### src/rtl/bit_serializer.sv
// Parallel-to-serial shifter: loads a WIDTH-bit word and emits it one bit at a time,
// each bit held DIV cycles, with optional continuous looping and back-to-back reloads.
module bit_serializer #(
   parameter int WIDTH     = 16,
   parameter int DIV       = 1,
   parameter bit LSB_FIRST = 1'b0
) (
   input  logic                     clk,
   input  logic                     rst,
   input  logic                     load_valid,
   input  logic [WIDTH-1:0]         load_data,
   input  logic                     load_loop,
   input  logic                     stop,
   output logic                     load_ready,
   output logic                     out,
   output logic                     out_valid,
   output logic [$clog2(WIDTH)-1:0] bit_idx,
   output logic                     done
);

   localparam int BW = $clog2(WIDTH);
   localparam int HW = (DIV > 1) ? $clog2(DIV) : 1;
   localparam logic [BW-1:0] LAST_BIT  = BW'(WIDTH - 1);
   localparam logic [HW-1:0] LAST_HOLD = HW'(DIV - 1);
   localparam logic [BW-1:0] ONE_B     = BW'(1);
   localparam logic [HW-1:0] ONE_H     = HW'(1);

   typedef enum logic [0:0] {
      IDLE  = 1'b0,
      SHIFT = 1'b1
   } state_t;

   state_t           r_state, w_state_nxt;
   logic [WIDTH-1:0] r_word, w_word_nxt;
   logic             r_loop, w_loop_nxt;
   logic [BW-1:0]    r_bit, w_bit_nxt;
   logic [HW-1:0]    r_hold, w_hold_nxt;
   logic             w_final;
   logic             w_load;
   logic [BW-1:0]    w_pos;

   // State, word, loop flag and counters; reset clears everything asynchronously
   always_ff @(posedge clk or posedge rst) begin
      if (rst) begin
         r_state <= IDLE;
         r_word  <= {WIDTH{1'b0}};
         r_loop  <= 1'b0;
         r_bit   <= {BW{1'b0}};
         r_hold  <= {HW{1'b0}};
      end else begin
         r_state <= w_state_nxt;
         r_word  <= w_word_nxt;
         r_loop  <= w_loop_nxt;
         r_bit   <= w_bit_nxt;
         r_hold  <= w_hold_nxt;
      end
   end

   // Handshake, next-state and counter sequencing
   always_comb begin
      w_state_nxt = r_state;
      w_word_nxt  = r_word;
      w_loop_nxt  = r_loop;
      w_bit_nxt   = r_bit;
      w_hold_nxt  = r_hold;

      w_final = (r_state == SHIFT) && (r_hold == LAST_HOLD) && (r_bit == LAST_BIT);

      // A reload is only offered at the very end of a non-looping pass, and stop vetoes it
      if (rst) begin
         load_ready = 1'b0;
      end else if (r_state == IDLE) begin
         load_ready = 1'b1;
      end else if (w_final && !r_loop && !stop) begin
         load_ready = 1'b1;
      end else begin
         load_ready = 1'b0;
      end

      w_load = load_valid && load_ready;

      case (r_state)
         IDLE: begin
            if (w_load) begin
               w_state_nxt = SHIFT;
               w_word_nxt  = load_data;
               w_loop_nxt  = load_loop;
               w_bit_nxt   = {BW{1'b0}};
               w_hold_nxt  = {HW{1'b0}};
            end else begin
               w_state_nxt = IDLE;
            end
         end
         SHIFT: begin
            if (stop) begin
               w_state_nxt = IDLE;
               w_bit_nxt   = {BW{1'b0}};
               w_hold_nxt  = {HW{1'b0}};
            end else if (w_load) begin
               w_state_nxt = SHIFT;
               w_word_nxt  = load_data;
               w_loop_nxt  = load_loop;
               w_bit_nxt   = {BW{1'b0}};
               w_hold_nxt  = {HW{1'b0}};
            end else if (r_hold == LAST_HOLD) begin
               w_hold_nxt = {HW{1'b0}};
               if (r_bit != LAST_BIT) begin
                  w_bit_nxt = r_bit + ONE_B;
               end else if (r_loop) begin
                  w_bit_nxt = {BW{1'b0}};
               end else begin
                  w_state_nxt = IDLE;
                  w_bit_nxt   = {BW{1'b0}};
               end
            end else begin
               w_hold_nxt = r_hold + ONE_H;
            end
         end
         default: begin
            w_state_nxt = IDLE;
            w_bit_nxt   = {BW{1'b0}};
            w_hold_nxt  = {HW{1'b0}};
         end
      endcase
   end

   // Serial outputs are decoded purely from registered state
   always_comb begin
      w_pos     = LSB_FIRST ? r_bit : (LAST_BIT - r_bit);
      out_valid = (r_state == SHIFT);
      bit_idx   = r_bit;
      done      = w_final;
      if (r_state == SHIFT) begin
         out = r_word[w_pos];
      end else begin
         out = 1'b0;
      end
   end

endmodule

### config.mk
export PLATFORM = sky130hd
export DESIGN_NAME = bit_serializer
export DESIGN_NICKNAME = d
export VERILOG_FILES = /design/src/rtl/bit_serializer.sv
export SDC_FILE = /design/constraint.sdc
export NUM_CORES = 1
export LEC_CHECK = 0
export CAP_MARGIN = 20
export CORE_ASPECT_RATIO = 1.2
export CORE_MARGIN = 5
export CORE_UTILIZATION = 30
export DETAILED_ROUTE_END_ITERATION = 8
export GPL_ROUTABILITY_DRIVEN = 0
export REMOVE_ABC_BUFFERS = 1
export SLEW_MARGIN = 20
export SYNTH_ARGS = -nofsm -noshare
export SYNTH_HDL_FRONTEND = slang
export SYNTH_SLANG_ARGS = --single-unit
### constraint.sdc
create_clock -name clk -period 2.8 [get_ports clk]
set_input_delay 0.56 -clock clk [delete_from_list [all_inputs] [get_ports clk]]
set_output_delay 0.56 -clock clk [all_outputs]
set_load 0.02 [all_outputs]
==> impl_metrics.json <==
{
  "status": "finished clean",
  "overflow": 0,
  "min_period_over_period_pct": 94.5,
  "hold_violations": 0,
  "grt_pass1_vias": 837,
  "num_io_pins": 29,
  "clock_latency_ns": 0.26,
  "crit_type": "flop to primary output",
  "antenna_found_initial": 0,
  "cp_max_fo": 6,
  "cp.arrival_ns": 2.08,
  "die_x_um": 65.9,
  "reg2reg_to": "r_loop",
  "met1_usage_pct": 12.8,
  "dieArea_um2": 5080,
  "fp.dieH_um": 77.1,
  "ys_seq_area_share_pct": 48.9,
  "drv_slew": 0,
  "clock-sinks": 22,
  "grt.met3_usage_pct": 0.877,
  "tritoncts": "done",
  "clock.fmax_mhz": 378,
  "slew_headroom_pct": 43.7,
  "use_met2_pct": 17.1,
  "finalSetupViolations": 0,
  "min_to": "r_word[11]",
  "drt_iter0_markers": 43,
  "p_per_area_nw_per_um2": 923,
  "cts_buffers": 3,
  "routedWlPerCell_um": 13.9,
  "synth_warnings": 0,
  "top_usage_layer": "met2",
  "syn2layout_area_growth_pct": 35.7,
  "wirelength_um": 2340,
  "startpoint_type": "flop",
  "drc_errors": 0,
  "fin_skew_ns": 0.00175,
  "core_area_um2": 3630,
  "n_antenna_cell": 0,
  "max_slew.worst_pin.slew_ns": 0.843,
  "firstDrtPassIters": 4,
  "worstSetupEndpointType": "primary output",
  "placedCellCount": 164,
  "worstHoldStart": "r_word[11]",
  "dpl.hpwl_um": 1750,
  "hold_depth": 1,
  "ant_nets": 0,
  "reg2regPathDepth": 6,
  "syn_area_um2": 1120,
  "cp.required_ns": 2.24,
  "setup_tns_ns": 0,
  "grt_max_degree": 23,
  "period_minus_slack_ns": 2.64,
  "leakagePower_nw": 0.642,
  "maxCapViolCount": 0,
  "rows": 24,
  "reg2reg_from": "bit_idx[0]",
  "hp-class": "flop to flop",
  "instances_no_fill": 168,
  "cts_buffer_depth": 2,
  "clk_pin_slew_ns": 0.08,
  "viasPerCell": 4.50,
  "rsz0062_at_grt": "false",
  "r2r_setup_slack_ns": 0.67,
  "vias": 756,
  "ir_drop_mv": 0.320,
  "final_util_pct": 42.0,
  "fin_nets": 139,
  "syn_avg_cell_area_um2": 13.4,
  "synth_cells": 84,
  "io_buffers": 28,
  "initial_core_util_pct": 31.0,
  "htree_levels": 1,
  "yosysUniqueCellTypes": 28,
  "track_usage_pct": 10.2,
  "grt_pass1_wl_um": 3970,
  "drive_above_1_share_pct": 25.0,
  "ys_seq_elements": 22,
  "root_buffer": "clkbuf_8"
}
[timing repair]
item,CTS,global route
endpoints found under the setup margin,1,2
hold buffers,0,0
pin swaps,0,0
gates resized for setup,2,2
setup buffers,0,0
[routing by layer]
metal	part of all wire, %	up-vias
li1	-	369
met1	44	364
met2	51	21
met3	3.3	2
met4	1.2	0
met5	0	-
[report_power, final]
group	switching [mW]	leakage [nW]	internal, mW
Combinational	0.234	0.353	0.362
Clock	0.0992	0.0288	0.125
Sequential	0.120	0.261	0.469
Total	0.453	0.642	0.956
[cells by family after synthesis]
group | count (synthesis) | share of synthesized area, %
mux | 23 | 27.9
flops | 22 | 48.9
simple gates | 19 | 10.0
compound gates | 12 | 7.90
buf+inv | 7 | 4.12
fa+ha+maj | 1 | 1.11
[state kept, by name, indices dropped and copies added, names as in the netlist]
name,count
r_loop,1
bit_idx,4
r_word,16
out_valid,1
[Yosys cell counts, drive strengths merged]
cell	number	area, um^2
mux2	17	229
nor2b	1	6.26
inv	3	11.3
nor2	10	37.5
o31a	1	8.76
nor3b	1	18.8
nand3b	1	7.51
a31oi	1	6.26
buf	4	35.0
nand2	1	3.75
ha	1	12.5
a21oi	2	10.0
a2bb2oi	3	26.3
nor3	1	5.00
a32oi	1	8.76
dfrtp	22	551
nand2b	1	6.26
o21ai	1	5.00
mux2i	4	40.0
mux4	2	45.0
a31o	1	8.76
nand3	3	27.5
a22oi	2	15.0
[cell usage in the layout, fill, tap and decap left out]
cell type	Yosys	routed
nor2_1	10	10
a22oi_1	2	2
o21ai_0	1	1
dfrtp_1	22	19
dlymetal6s2s_1	0	1
nor2b_1	1	1
mux2_1	4	4
dfrtp_2	0	3
nor3b_4	1	1
a31oi_1	1	1
nand3b_1	1	1
a31o_2	1	1
nand2_1	1	1
mux2_4	10	10
nor3_1	1	1
a32oi_1	1	1
nand3_1	2	2
mux2_2	3	3
o31a_1	1	1
ha_1	1	1
a2bb2oi_1	3	3
clkbuf_8	0	4
mux2i_1	4	4
inv_1	3	3
a21oi_1	2	2
mux4_2	2	2
nand3_4	1	1
nand2b_1	1	1
clkdlybuf4s50_1	0	27
buf_4	1	4
[through the flow]
step	hold slack [ns]	cell area [um^2]	power [mW]	setup WS, ns
after floorplan	0.453	1090	0.979	0.146
after global placement	0.472	1470	1.17	0.247
after detailed placement	0.475	1470	1.20	0.216
after CTS	0.494	1520	1.43	0.0483
after global routing	0.517	1530	1.51	0.0109
final	0.487	1530	1.41	0.155
[layout make-up]
| type | instances | area, um^2 |
|---|---|---|
| clock buffers | 4 | 55.1 |
| fillers | 350 | 2110 |
| inverters | 3 | 11.3 |
| multi-input cells | 55 | 528 |
| flip-flops and latches | 22 | 554 |
| well taps | 52 | 65.1 |
| repair buffers | 32 | 313 |
[worst max path at each step]
stage | startpoint | endpoint | cells after the start
6_report | bit_idx[0] | load_ready | 5
3_3_place_gp | stop | load_ready | 4
4_1_cts | bit_idx[0] | out | 5
2_1_floorplan | bit_idx[0] | r_loop | 5
5_1_grt | bit_idx[1] | load_ready | 5
3_5_place_dp | stop | load_ready | 4
[critical path, cell delays in order (launching register included)]
cell,delay (ns)
dfrtp_2,0.45
ha_1,0.26
nand3_4,0.11
o31a_1,0.30
nor2_1,0.10
clkdlybuf4s50_1,0.61
Power figures use the tool's default switching activity.
